==> config.mk <==
export PLATFORM = sky130hd
export DESIGN_NAME = dpa_scheduler
export DESIGN_NICKNAME = d
export VERILOG_FILES = /design/src/rtl/dpa_scheduler.sv
export SDC_FILE = /design/constraint.sdc
export NUM_CORES = 1
export LEC_CHECK = 0
export CAP_MARGIN = 20
export CORE_MARGIN = 8
export CORE_UTILIZATION = 30
export CTS_CLUSTER_DIAMETER = 60
export DETAILED_ROUTE_END_ITERATION = 6
export GPL_ROUTABILITY_DRIVEN = 0
export PLACE_DENSITY = 0.46
export SLEW_MARGIN = 10
export SYNTH_ARGS = -nofsm -noshare
export SYNTH_HDL_FRONTEND = slang
export SYNTH_SLANG_ARGS = --single-unit
==> constraint.sdc <==
create_clock -name clk -period 20.4 [get_ports clk]
set_input_delay 4.08 -clock clk [delete_from_list [all_inputs] [get_ports clk]]
set_output_delay 4.08 -clock clk [all_outputs]
set_load 0.005 [all_outputs]
==> src/rtl/dpa_scheduler.sv <==
// Wavefront 4x4 allocator with per-row packet locks and a rotating
// diagonal priority origin.
module dpa_scheduler (
  input  logic        clk,
  input  logic        rst,
  input  logic        en,
  input  logic [15:0] req,
  input  logic [3:0]  tail,
  output logic [15:0] grant,
  output logic        grant_valid,
  output logic [3:0]  ptr
);

  logic [15:0] grant_q, grant_d;
  logic [15:0] retain_d, new_d;
  logic        valid_q, valid_d;
  logic [3:0]  ptr_q, ptr_d;
  logic [3:0]  row_busy, col_busy;
  logic [1:0]  r_idx, c_idx;

  always_comb begin
    retain_d = '0;
    new_d    = '0;
    row_busy = '0;
    col_busy = '0;
    r_idx    = '0;
    c_idx    = '0;

    for (int i = 0; i < 4; i++) begin
      for (int j = 0; j < 4; j++) begin
        if (grant_q[4*i+j] && req[4*i+j] && !tail[i]) begin
          retain_d[4*i+j] = 1'b1;
          row_busy[i]     = 1'b1;
          col_busy[j]     = 1'b1;
        end
      end
    end

    // Loops run in rotated coordinates; wave d holds cells with r'+c' == d.
    if (en) begin
      for (int d = 0; d < 7; d++) begin
        for (int rp = 0; rp < 4; rp++) begin
          if ((d - rp) >= 0 && (d - rp) <= 3) begin
            r_idx = 2'(rp) + ptr_q[3:2];
            c_idx = 2'(d - rp) + ptr_q[1:0];
            if (req[{r_idx, c_idx}] && !row_busy[r_idx] && !col_busy[c_idx]) begin
              new_d[{r_idx, c_idx}] = 1'b1;
              row_busy[r_idx]       = 1'b1;
              col_busy[c_idx]       = 1'b1;
            end
          end
        end
      end
    end

    grant_d = retain_d | new_d;
    valid_d = |grant_d;
    ptr_d   = (|new_d) ? ptr_q + 4'd1 : ptr_q;
  end

  always_ff @(posedge clk) begin
    if (rst) begin
      grant_q <= '0;
      valid_q <= 1'b0;
      ptr_q   <= '0;
    end else begin
      grant_q <= grant_d;
      valid_q <= valid_d;
      ptr_q   <= ptr_d;
    end
  end

  assign grant       = grant_q;
  assign grant_valid = valid_q;
  assign ptr         = ptr_q;

endmodule

---- Word level (Yosys, flattened, before mapping) ----
Cells that the tools add are included.
cells by class
  order comparisons ....................... 48
  reductions and logical operators ........ 126
  add/sub/neg operators ................... 7
  muxes and demuxes ....................... 276
  bitwise operators ....................... 46
operators with widths
  operator                                                               count
  16-bit 2-to-1 mux                                                      32
  16-bit OR                                                              16
  4-bit 2-to-1 mux                                                       60
  4-bit OR                                                               30
  1-bit 2-to-1 mux                                                       112
  1-bit logical AND                                                      88
  4-bit by 5-bit < comparator with 1-bit output, second input constant   16
  1-bit binary-select mux with 2-bit select                              32
  1-bit binary-select mux with 4-bit select                              16
  1-bit demux with 4-bit select                                          16
  4-bit by 1-bit >= comparator with 1-bit output, second input constant  16
  1-bit logical NOT                                                      36
  16-bit OR reduction                                                    2
  2-bit by 3-bit < comparator with 1-bit output, second input constant   8
  1-bit demux with 2-bit select                                          8
  2-bit by 1-bit >= comparator with 1-bit output, second input constant  8
  2-bit adder, first input constant                                      4
  1-bit by 2-bit adder with 2-bit output, first input constant           2
  4-bit by 1-bit adder with 4-bit output, second input constant          1
word-level totals
  word-level logic and storage cells ...... 506
  register bits ........................... 21
  input bits .............................. 23

---- Logic depth before layout (Yosys ltp) ----
  depth in word-level cells ............... 120
  gate-level depth with buffers ........... 55
  depth with buffers taken out ............ 38

---- Least setup slack after synthesis ----
No wires, ideal clock.
  path kind ............................... input to register
  start ................................... input port tail[3]
  end ..................................... register ptr_q[0], in the netlist ptr[0]
  path slack .............................. 6.465 ns
  arrival ................................. 13.811 ns
  stages on the path ...................... 42
  buffers on the path ..................... 6
  library setup time ...................... 0.123 ns
  cell sequence ........................... buf_4 -> and3b_1 -> nor4_4 -> mux4_2 -> buf_4 -> nand2_1 -> a2bb2oi_1 -> or2b_4 -> o31ai_1 -> a21o_1 -> a311oi_2 -> o31a_1 -> buf_4 -> a2111oi_0 -> a21oi_1 -> a22o_1 -> a221o_1 -> buf_4 -> [... 6 more ...] -> buf_4 -> nor2_2 -> a221o_1 -> o211a_1 -> o21ai_4 -> nand2_2 -> o2111a_1 -> a221oi_1 -> a32oi_1 -> buf_2 -> a31oi_1 -> nor4_4 -> o311ai_1 -> a32oi_2 -> a311o_1 -> a221o_1 -> o32ai_2 -> mux2_1
between the ends
  longest elaborated chain between the ends .. 119
ends and longest elaborated chain
  item                                       RTL line  text
  start, declared                            8         input logic [3:0] tail,
  1-bit logical NOT (*)                      31        if (grant_q[4*i+j] && req[4*i+j] && !tail[i]) begin
  1-bit logical AND                          31
  1-bit 2-to-1 mux (4 in series)             31
  1-bit binary-select mux with 2-bit select  46        if (req[{r_idx, c_idx}] && !row_busy[r_idx] && !col_busy[c_idx]) begin
  1-bit 2-to-1 mux (implied by the code)     46
  1-bit logical NOT                          46
  1-bit logical AND (2 in series)            46
  4-bit 2-to-1 mux                           46
  [... 98 more ...]                          --
  4-bit 2-to-1 mux                           40        if (en) begin
  1-bit binary-select mux with 2-bit select  46
  1-bit 2-to-1 mux (implied by the code)     46
  1-bit logical NOT                          46
  1-bit logical AND (2 in series)            46
  16-bit 2-to-1 mux (*)                      46
  16-bit 2-to-1 mux (*)                      40
  16-bit OR reduction (*)                    58        ptr_d = (|new_d) ? ptr_q + 4'd1 : ptr_q;
  end signal, assigned                       69        ptr_q <= ptr_d;
  end, declared                              17        logic [3:0] ptr_q, ptr_d;
Every way passes the cells marked *; elsewhere a longest branch is shown, timed or not. The select of a mux whose other input is x is not followed.
A chain may end at the register's enable or synchronous reset.

---- Worst setup path after layout ----
  start ................................... input port tail[1]
  end ..................................... register ptr_q[0], in the netlist ptr[0]
The elaborated chain is that of the path after synthesis.

==> results.py <==
metrics = {
    "run_status": {
        "outcome": "complete, but fails checks",
        "violations": "DRC",
    },
    "routing": {
        "drtIter0Drc": 1921,
        "via_count": 10077,
        "drc": 6,
        "ant_nets": 0,
        "first_pass_iters": 7,
        "wl_um": 41100,
        "wl_per_cell_um": 31.0,
        "viasPerCell": 7.58,
    },
    "setup_path": {
        "cp_top_family": "compound AO/OA/AOI/OAI gates",
        "cp-end-kind": "flop",
        "crit_buf_inv": 2,
        "critPathLaunchType": "input port",
        "critPathKind": "input port to flop",
        "r2r_slack_ns": 3.95,
        "worst_ep_arrival_time_ns": 19.46,
        "crit_path_top_delay_cell": "a221oi_2",
        "rr_worst_depth": 39,
        "r2r_start": "ptr[1]",
        "cp_max_fo": 22,
        "r2r_end": "ptr[0]",
        "critPathRequiredTime_ns": 20.55,
        "cp_slowest_stage_delay_ns": 0.89,
    },
    "logic_synthesis": {
        "synth_top_area_cell": "nand2_1",
        "ys_seq_elements": 21,
        "synthCells": 1044,
        "synthArstFlopShare_pct": 0,
        "syn_area_sq_mm": 0.00751,
        "netlist_top_cells_area": "nand2_1 (6.6%), mux4_2 (6.3%), dfxtp_1 (5.6%)",
        "synth_top_area_share_pct": 6.55,
        "synth-seq-area-share_pct": 5.60,
        "synth-edff-count": 0,
        "syn_nets": 1079,
        "syn_area_per_cell_sq_um": 7.19,
        "ys_warn_count": 0,
        "ys.flop_type": "dfxtp_1",
        "synth_cell_types": 107,
    },
    "cts": {
        "insertion_delay_ns": 0.26,
        "clock_sinks": 21,
        "clockBufferDepth": 2,
        "post_cts_buffers": 0,
        "root_buffer": "clkbuf_16",
        "clkSlewWorstSetupHoldPaths_ns": 0.06,
        "tritoncts": "yes",
        "cts_buffers": 3,
        "postCtsResizedCells": 0,
        "htree_levels": 1,
        "cts_hold_buf": 0,
    },
    "run": {
        "maxCapViolations": 0,
    },
    "finish": {
        "finish.utilization_pct": 32.6,
        "seqCellArea_sq_um": 423,
        "multi_input_area_sq_mm": 0.00647,
        "fill_cells": 2675,
        "drive_gt1_share_pct": 12.2,
        "diodes": 0,
        "fin_nets": 1035,
        "area_delta_synth_final_pct": 8.20,
        "instances_no_fill": 1329,
    },
    "floorplan": {
        "initial_core_util_pct": 30.2,
        "core-area_sq_mm": 0.0249,
        "io_pins": 44,
        "chipHeight_um": 174,
        "die_area_sq_mm": 0.0303,
        "dieWidth_um": 174,
        "row_count": 58,
    },
    "global_route": {
        "grt.overflow.total": 0,
        "grt_max_degree": 52,
        "track_usage_pct": 25.4,
        "antenna_found_initial": 1,
        "grt_pass1_wl_um": 61000,
        "grt_pass1_vias": 9169,
    },
    "timing": {
        "final.period_utilization_pct": 94.7,
        "drv_slew": 0,
        "finalSetupViolCount": 0,
        "tns_ns": 0,
        "fmax_ghz": 0.0518,
        "finalHoldViolCount": 0,
        "fin_crit_ns": 19.31,
        "fin_skew_ns": 0.00670,
        "rsz0062_at_grt": "no",
        "relSlewSlack_pct": 35.9,
        "worstMarginPinSlew_ns": 0.961,
    },
    "placement": {
        "dp_hpwl_um": 29100,
        "io_buffer_count": 43,
        "dp_cells": 1325,
    },
    "worst_hold_path": {
        "hold_path.class": "flop to flop",
        "hold-path-cell-count": 2,
        "hold_start": "ptr[1]",
        "hold_path_end": "ptr[1]",
    },
}
synthesized netlist by cell type, drive strengths merged (8+ instances only):
cell type and instances:
nand4 13, nor2 81, and3b 16, o221ai 44
and2 8, nor4 11, a31oi 33, a22oi 9
nor3 21, a41oi 9, o311ai 20, a221o 14
and3 9, inv 23, mux2i 9, clkbuf 76
a311oi 24, o21ai 54, a2111oi 8, o211ai 20
a32o 11, a211o 11, o31ai 25, a211oi 21
nand2 133, nand3 13, a32oi 11, mux4 21
ha 12, dfxtp 21, a21oi 47, o22ai 10
a21o 13, a221oi 28, buf 44, or2 8
metal layers:
layer	routed length, um	up-vias	global-route usage (%)
met4	2320	2	11.4
met3	5170	179	6.27
met2	17000	857	37.0
li1	-	4224	-
met1	16600	4815	34.7
met5	11	-	0
tightest hold or removal path: cells and delay by family, from the launching register on:
| family | cells | cell delay, ns |
|---|---|---|
| flip-flops | 1 | 0.36 |
| AND/OR/NAND/NOR | 1 | 0.08 |
| multiplexers | 1 | 0.06 |
how the worst max path moves through the flow:
| stage | start | cells after the start | slack, ns | endpoint |
|---|---|---|---|---|
| 2_1_floorplan | tail[3] | 42 | 6.47 | ptr[0] |
| 3_3_place_gp | tail[2] | 38 | 1.58 | ptr[3] |
| 3_5_place_dp | tail[1] | 38 | 1.37 | ptr[0] |
| 4_1_cts | tail[1] | 38 | 1.66 | ptr[0] |
| 5_1_grt | tail[1] | 38 | 0.26 | grant_valid |
| 6_report | tail[1] | 38 | 1.09 | ptr[0] |
per-stage QoR:
step	hold slack, ns	setup WS [ns]	instance area (sq um)
2_1_floorplan	0.664	6.47	7510
3_3_place_gp	0.553	1.58	8040
3_5_place_dp	0.545	1.37	8040
4_1_cts	0.556	1.66	8120
5_1_grt	0.610	0.257	8120
6_report	0.552	1.09	8120
cell type report:
type | count | area share [%]
Clock buffer | 3 | 0.924
Sequential cell | 21 | 5.21
Multi-Input combinational cell | 878 | 79.7
Inverter | 25 | 1.16
Tap cell | 330 | 5.08
Clock inverter | 1 | 0.0924
Timing Repair Buffer | 71 | 7.89
state kept, by name (all words and copies together), names as in the netlist:
signal,flops
grant_valid,1
ptr,4
grant,16
cell families after synthesis:
kind of cell	after synthesis	share of synthesized area [%]
AO/OA/AOI/OAI	489	53.0
AND/OR/NAND/NOR	340	22.5
buffers and inverters	145	8.35
multiplexers	37	8.60
flip-flops	21	5.60
adder cells (fa/ha/maj)	12	2.00
layout by cell type (no fill, tap or decap), types with 14 or more instances in the layout:
master	netlist	routed
o221ai_1	42	42
o211ai_1	19	19
nand2_1	131	131
mux4_2	21	21
a311oi_1	21	21
a221oi_1	25	25
o21ai_0	48	48
dfxtp_1	21	19
inv_1	23	23
a31oi_1	33	33
nor2_1	76	76
o31ai_1	22	22
a221o_1	14	14
a211oi_1	15	15
clkdlybuf4s50_1	0	43
buf_4	10	28
nor3_1	20	20
and3b_1	16	16
a21oi_1	46	46
Power is not shown: default switching activity piles up to over one toggle a cycle in this logic, so the estimate is an artifact.
